$ cat config.mk
export PLATFORM = sky130hd
export DESIGN_NAME = cp0_exc_ctrl_flat
export DESIGN_NICKNAME = d
export VERILOG_FILES = /design/src/rtl/cp0_exc_ctrl_pkg.sv /design/src/rtl/cp0_exc_ctrl_if.sv /design/src/rtl/cp0_exc_pri.sv /design/src/rtl/cp0_exc_ctrl.sv /design/src/flat_wrapper.sv
export SDC_FILE = /design/constraint.sdc
export NUM_CORES = 1
export LEC_CHECK = 0
export BUFFER_PORTS_ARGS = -buffer_cell sky130_fd_sc_hd__buf_2
export CORE_MARGIN = 2
export CORE_UTILIZATION = 44
export DETAILED_ROUTE_END_ITERATION = 8
export PLACE_DENSITY_LB_ADDON = 0.3
export SYNTH_ARGS = -nofsm -noshare
export SYNTH_HDL_FRONTEND = slang
export SYNTH_SLANG_ARGS = --single-unit
$ cat constraint.sdc
create_clock -name clk -period 2 [get_ports clk]
set_input_delay 0.2 -clock clk [delete_from_list [all_inputs] [get_ports clk]]
set_output_delay 0.2 -clock clk [all_outputs]
set_load 0.02 [all_outputs]
$ cat src/rtl/cp0_exc_ctrl_pkg.sv
// Shared CP0 settings: register numbers, exception codes, PRId and register packing.
package cp0_exc_ctrl_pkg;

    localparam logic [4:0]  REG_SR     = 5'd12;
    localparam logic [4:0]  REG_CAUSE  = 5'd13;
    localparam logic [4:0]  REG_EPC    = 5'd14;
    localparam logic [4:0]  REG_PRID   = 5'd15;

    localparam logic [4:0]  EXC_NONE   = 5'd0;
    localparam logic [4:0]  EXC_INT    = 5'd0;
    localparam logic [4:0]  EXC_RI     = 5'd10;

    localparam logic [31:0] PRID_VALUE = 32'h0000_0290;

    // EXL is the only piece of control state; naming it makes the handler mode explicit.
    typedef enum logic {
        ST_NORMAL  = 1'b0,
        ST_HANDLER = 1'b1
    } exl_state_t;

    function automatic logic [31:0] pack_sr(input logic [5:0] im, input logic exl, input logic ie);
        return {16'b0, im, 8'b0, exl, ie};
    endfunction

    function automatic logic [31:0] pack_cause(input logic bd, input logic [5:0] ip,
                                               input logic [4:0] exc_code);
        return {bd, 15'b0, ip, 3'b0, exc_code, 2'b0};
    endfunction

endpackage

$ cat src/rtl/cp0_exc_ctrl_if.sv
// Pipeline-to-CP0 bus: M-stage exception info, interrupts, mtc0/mfc0 access and results.
interface cp0_exc_ctrl_if;

    logic [4:0]  ExcCodeIn;
    logic [31:0] PC_M;
    logic        BD_M;
    logic [5:0]  HWInt;
    logic        EretM;
    logic        WE;
    logic [4:0]  A1;
    logic [4:0]  A2;
    logic [31:0] DIn;
    logic [31:0] DOut;
    logic [31:0] EPCOut;
    logic        Req;

    modport master (
        output ExcCodeIn, PC_M, BD_M, HWInt, EretM, WE, A1, A2, DIn,
        input  DOut, EPCOut, Req
    );

    modport slave (
        input  ExcCodeIn, PC_M, BD_M, HWInt, EretM, WE, A1, A2, DIn,
        output DOut, EPCOut, Req
    );

endinterface

$ cat src/rtl/cp0_exc_pri.sv
// Request and priority logic: decides whether an interrupt or exception is taken
// and which ExcCode gets recorded.
module cp0_exc_pri
    import cp0_exc_ctrl_pkg::*;
(
    input  logic [5:0] hwint,
    input  logic [5:0] im,
    input  logic       ie,
    input  logic       exl,
    input  logic [4:0] exc_code_in,
    output logic       int_req,
    output logic       exc_req,
    output logic       req,
    output logic [4:0] sel_code
);

    // Interrupts outrank a synchronous exception arriving in the same cycle.
    always_comb begin
        int_req  = (|(hwint & im)) & ie & ~exl;
        exc_req  = (exc_code_in != EXC_NONE) & ~exl;
        req      = int_req | exc_req;
        sel_code = int_req ? EXC_INT : exc_code_in;
    end

endmodule

$ cat src/rtl/cp0_exc_ctrl.sv
// CP0 exception controller: SR/Cause/EPC/PRId registers, exception entry,
// eret return and mtc0/mfc0 access.
module cp0_exc_ctrl
    import cp0_exc_ctrl_pkg::*;
(
    input  logic             clk,
    input  logic             reset,
    cp0_exc_ctrl_if.slave    bus
);

    exl_state_t  state;
    logic [5:0]  sr_im;
    logic        sr_ie;
    logic        sr_exl;
    logic        cause_bd;
    logic [5:0]  cause_ip;
    logic [4:0]  cause_exc;
    logic [31:0] epc;

    logic        int_req;
    logic        exc_req;
    logic        req;
    logic [4:0]  sel_code;
    logic [31:0] victim_pc;
    logic [31:0] sr_word;
    logic [31:0] cause_word;
    logic [31:0] dout;

    assign sr_exl = (state == ST_HANDLER);

    cp0_exc_pri u_pri (
        .hwint       (bus.HWInt),
        .im          (sr_im),
        .ie          (sr_ie),
        .exl         (sr_exl),
        .exc_code_in (bus.ExcCodeIn),
        .int_req     (int_req),
        .exc_req     (exc_req),
        .req         (req),
        .sel_code    (sel_code)
    );

    // A delay-slot victim restarts at its branch, one word earlier (wraps at zero).
    assign victim_pc = bus.BD_M ? (bus.PC_M - 32'd4) : bus.PC_M;

    always_ff @(posedge clk or posedge reset) begin
        if (reset) begin
            state     <= ST_NORMAL;
            sr_im     <= '0;
            sr_ie     <= 1'b0;
            cause_bd  <= 1'b0;
            cause_ip  <= '0;
            cause_exc <= '0;
            epc       <= '0;
        end else begin
            cause_ip <= bus.HWInt;
            if (req) begin
                state     <= ST_HANDLER;
                cause_bd  <= bus.BD_M;
                cause_exc <= sel_code;
                epc       <= {victim_pc[31:2], 2'b00};
            end else begin
                // A same-cycle mtc0 to SR overrides the eret's EXL clear.
                if (bus.EretM) begin
                    state <= ST_NORMAL;
                end
                if (bus.WE && (bus.A2 == REG_SR)) begin
                    sr_im <= bus.DIn[15:10];
                    sr_ie <= bus.DIn[0];
                    state <= bus.DIn[1] ? ST_HANDLER : ST_NORMAL;
                end
                if (bus.WE && (bus.A2 == REG_EPC)) begin
                    epc <= {bus.DIn[31:2], 2'b00};
                end
            end
        end
    end

    assign sr_word    = pack_sr(sr_im, sr_exl, sr_ie);
    assign cause_word = pack_cause(cause_bd, cause_ip, cause_exc);

    always_comb begin
        dout = '0;
        case (bus.A1)
            REG_SR:    dout = sr_word;
            REG_CAUSE: dout = cause_word;
            REG_EPC:   dout = epc;
            REG_PRID:  dout = PRID_VALUE;
            default:   dout = '0;
        endcase
    end

    assign bus.DOut   = dout;
    assign bus.EPCOut = epc;
    assign bus.Req    = req;

    // Exception bookkeeping signals kept visible for debug of priority decisions.
    logic unused_reqs;
    assign unused_reqs = int_req ^ exc_req;

endmodule

$ cat src/flat_wrapper.sv
// flat-port wrapper written by rule: the top's interface ports become plain ports
module cp0_exc_ctrl_flat import cp0_exc_ctrl_pkg::*;
  (clk, reset, bus_ExcCodeIn, bus_PC_M, bus_BD_M, bus_HWInt, bus_EretM, bus_WE, bus_A1, bus_A2, bus_DIn, bus_DOut, bus_EPCOut, bus_Req);
  cp0_exc_ctrl_if bus_i ();
  input  logic clk;
  input  logic reset;
  input wire logic [$bits(bus_i.ExcCodeIn)-1:0] bus_ExcCodeIn;
  input wire logic [$bits(bus_i.PC_M)-1:0] bus_PC_M;
  input wire logic [$bits(bus_i.BD_M)-1:0] bus_BD_M;
  input wire logic [$bits(bus_i.HWInt)-1:0] bus_HWInt;
  input wire logic [$bits(bus_i.EretM)-1:0] bus_EretM;
  input wire logic [$bits(bus_i.WE)-1:0] bus_WE;
  input wire logic [$bits(bus_i.A1)-1:0] bus_A1;
  input wire logic [$bits(bus_i.A2)-1:0] bus_A2;
  input wire logic [$bits(bus_i.DIn)-1:0] bus_DIn;
  output wire logic [$bits(bus_i.DOut)-1:0] bus_DOut;
  output wire logic [$bits(bus_i.EPCOut)-1:0] bus_EPCOut;
  output wire logic [$bits(bus_i.Req)-1:0] bus_Req;
  assign bus_i.ExcCodeIn = bus_ExcCodeIn;
  assign bus_i.PC_M = bus_PC_M;
  assign bus_i.BD_M = bus_BD_M;
  assign bus_i.HWInt = bus_HWInt;
  assign bus_i.EretM = bus_EretM;
  assign bus_i.WE = bus_WE;
  assign bus_i.A1 = bus_A1;
  assign bus_i.A2 = bus_A2;
  assign bus_i.DIn = bus_DIn;
  assign bus_DOut = bus_i.DOut;
  assign bus_EPCOut = bus_i.EPCOut;
  assign bus_Req = bus_i.Req;
  cp0_exc_ctrl u_core (.clk(clk), .reset(reset), .bus(bus_i));
endmodule
==> results.json <==
{
  "status": "completed",
  "drv_cap": 0,
  "clock_latency_ns": 0.31,
  "r2r_start": "u_core.sr_im[0]",
  "clk_path_buf_depth": 2,
  "setup_slack_ns": 0.137,
  "initial_core_util_pct": 45.5,
  "antenna_cells": 0,
  "hold-path-cell-count": 1,
  "r2r_cells": 4,
  "ir_worst_vdd_mv": 0.399,
  "crit_chain": "a22oi_2 > a31oi_1 > o41a_1 > mux2_1",
  "hold_viol": 0,
  "clock-sinks": 50,
  "crit_required_ns": 2.20,
  "cp_data_arrival_time_ns": 2.06,
  "p_leak_uw": 0.00215,
  "finClkSkew_ns": 0.00636,
  "postRouteAntennaNets": 0,
  "r2r-end": "u_core.sr_im[2]",
  "rsz0062_at_grt": "false",
  "wl_met1_mm": 4.68,
  "relSlewSlack_pct": 63.1,
  "synthCells": 378,
  "synth_cell_types": 47,
  "fin_nets": 623,
  "yosysWarnings": 0,
  "ys_seq_area_share_pct": 35.4,
  "synth-edff-count": 0,
  "syn_avg_cell_area_um2": 9.34,
  "dp_hpwl_mm": 8.71,
  "die_area_um2": 8760,
  "vias": 3741,
  "cts_made_buffers": 5,
  "grt_pass1_wl_mm": 17.3,
  "path_clk_slew_ns": 0.09,
  "grt_antenna_before_repair": 0,
  "synthTopCellsByArea": "dfrtp_1 35%, mux2i_1 9.9%, nor4b_1 4.5%, nor4_1 4.1%, o31a_1 4.0%",
  "crit_type": "flip-flop to flip-flop",
  "synthFlopType": "dfrtp_1",
  "io_buffers": 150,
  "synthesis.area_um2": 3530,
  "dp.cells": 625,
  "min_from": "bus_HWInt[4]",
  "dieHeight_um": 93.6,
  "met3WireLength_um": 839,
  "min_period_ns": 1.86,
  "critPathSlowestCell": "o41a_1",
  "yosysMostFrequentCell": "dfrtp_1",
  "regToRegSetupSlack_ns": 0.14,
  "startpoint_type": "flip-flop",
  "yosysTopAreaCellShare_pct": 35.4,
  "cts_tree": "yes",
  "first_iter_violations": 274,
  "area_growth_pct": 30.6,
  "grt_pass1_vias": 3453,
  "drive_gt1_share_pct": 37.5,
  "die_w_um": 93.6,
  "hold_class": "primary input to flip-flop",
  "detailedPlace.worstSlack_ns": 0.0207,
  "drt_wl_total_mm": 11.1,
  "async_reset_ff_share_pct": 100,
  "routedWlPerCell_um": 17.4,
  "max_freq_ghz": 0.537,
  "grt_usage_pct": 25.0,
  "fp-row-count": 32,
  "drtPass1Iterations": 5,
  "highest_layer": "met4",
  "cp-end-kind": "flip-flop",
  "stdcell_count": 635,
  "synth_area_leader_cell": "dfrtp_1",
  "setup_viol": 0,
  "critPathMaxStageDelay_ns": 0.59,
  "htreeDepth": 2,
  "cts-root-buf": "clkbuf_8",
  "io_pins": 155,
  "dr_wl_met2_mm": 5.35,
  "synth_top_cells_by_count": "50 x dfrtp_1, 35 x mux2i_1, 29 x nor2_1, 23 x nor4_1, 22 x clkbuf_1",
  "core_area_um2": 7770,
  "grt_max_degree": 32,
  "grt.overflow.total": 0,
  "power_density_nw_per_um2": 1030,
  "cp_max_fo": 7,
  "drc": 0,
  "finalCritPeriodShare_pct": 93.2,
  "hold_end": "u_core.cause_ip[4]",
  "worstMarginPinSlew_ns": 0.553,
  "place.gp.congestion": 0.924,
  "vias_per_cell": 5.89,
  "drv_slew": 0,
  "fin_setup_tns_ns": 0,
  "synth-seq-cells": 50
}
flip-flops by register name, summed over array words and instances (netlist names):
register,count
u_core.sr_im,6
u_core.sr_exl,1
u_core.bus.EPCOut,30
u_core.cause_exc,5
u_core.sr_ie,1
u_core.cause_ip,6
u_core.cause_bd,1
what timing repair did:
item,in CTS,in global routing
endpoints found under the hold margin,23,0
pin swaps,1,0
gates resized for setup,1,3
setup endpoints to repair,1,5
setup buffers,1,0
hold buffers,1,0
logic make-up (layout without fill, tap and decap cells):
family	count (synthesis)	count (layout)	synth area share, %
multiplexers	43	43	12.5
AND/OR/NAND/NOR	159	159	28.8
AO/OA/AOI/OAI	74	74	15.3
adder cells (fa/ha/maj)	1	1	0.354
buffers and inverters	37	191	4.32
other	1	2	0.106
flip-flops	50	50	35.4
XOR/XNOR	13	13	3.22
power breakdown:
part / internal (µW) / switching (µW)
sequential: 1430 / 384
clock: 287 / 343
combinational: 966 / 1340
total: 2690 / 2070
worst max path at each step:
stage	slack, ns	to	startpoint
after floorplan	0.16	u_core.sr_ie	u_core.sr_im[3]
after global placement	0.05	u_core.bus.EPCOut[29]	bus_PC_M[13]
after detailed placement	0.02	u_core.sr_im[2]	u_core.sr_im[0]
after CTS	0.02	bus_Req	u_core.sr_im[2]
after global routing	0.01	bus_Req	u_core.sr_im[0]
final	0.14	u_core.sr_im[2]	u_core.sr_im[0]
layer usage:
layer / GRT usage [%] / up-vias
met3: 4.83 / 22
met4: 6.88 / 0
met1: 33.2 / 1788
li1: - / 1770
met2: 41.6 / 161
met5: 0 / -
critical path: cells and delay by family (launching register included):
| kind | cells | cell delay, ns |
|---|---|---|
| multiplexers | 1 | 0.37 |
| flip-flops | 1 | 0.41 |
| AO/OA/AOI/OAI | 3 | 0.97 |
final cells by class:
class                           instances  area, µm²
Tap cell                              102        128
Timing Repair Buffer                  176        961
Sequential cell                        50       1250
Inverter                                7       28.8
Clock buffer                            7       86.3
Clock inverter                          1       8.76
Multi-Input combinational cell        292       2150
Fill cell                             681       3160
through the flow:
stage                     area, µm²  util, %  hold WS (ns)  total power [µW]
after global routing           4610     59.4       0.00800              5040
after floorplan                3530        -         0.231              3210
final                          4610     59.4        0.0162              4750
after detailed placement       4480     57.7         0.283              4100
after global placement         4480     57.7         0.279              4040
after CTS                      4600     59.2       0.00113              4740
layout by cell type (no fill, tap or decap), types with 12 or more instances in the layout:
cell,instances
or4_1,18
buf_4,24
nor2_1,28
nor4_1,23
buf_2,150
o31a_1,16
o31ai_1,12
nor4b_1,18
mux2i_1,35
a31oi_1,17
and2_1,17
dfrtp_1,50
Note: power is estimated with default switching activity, not from simulation.
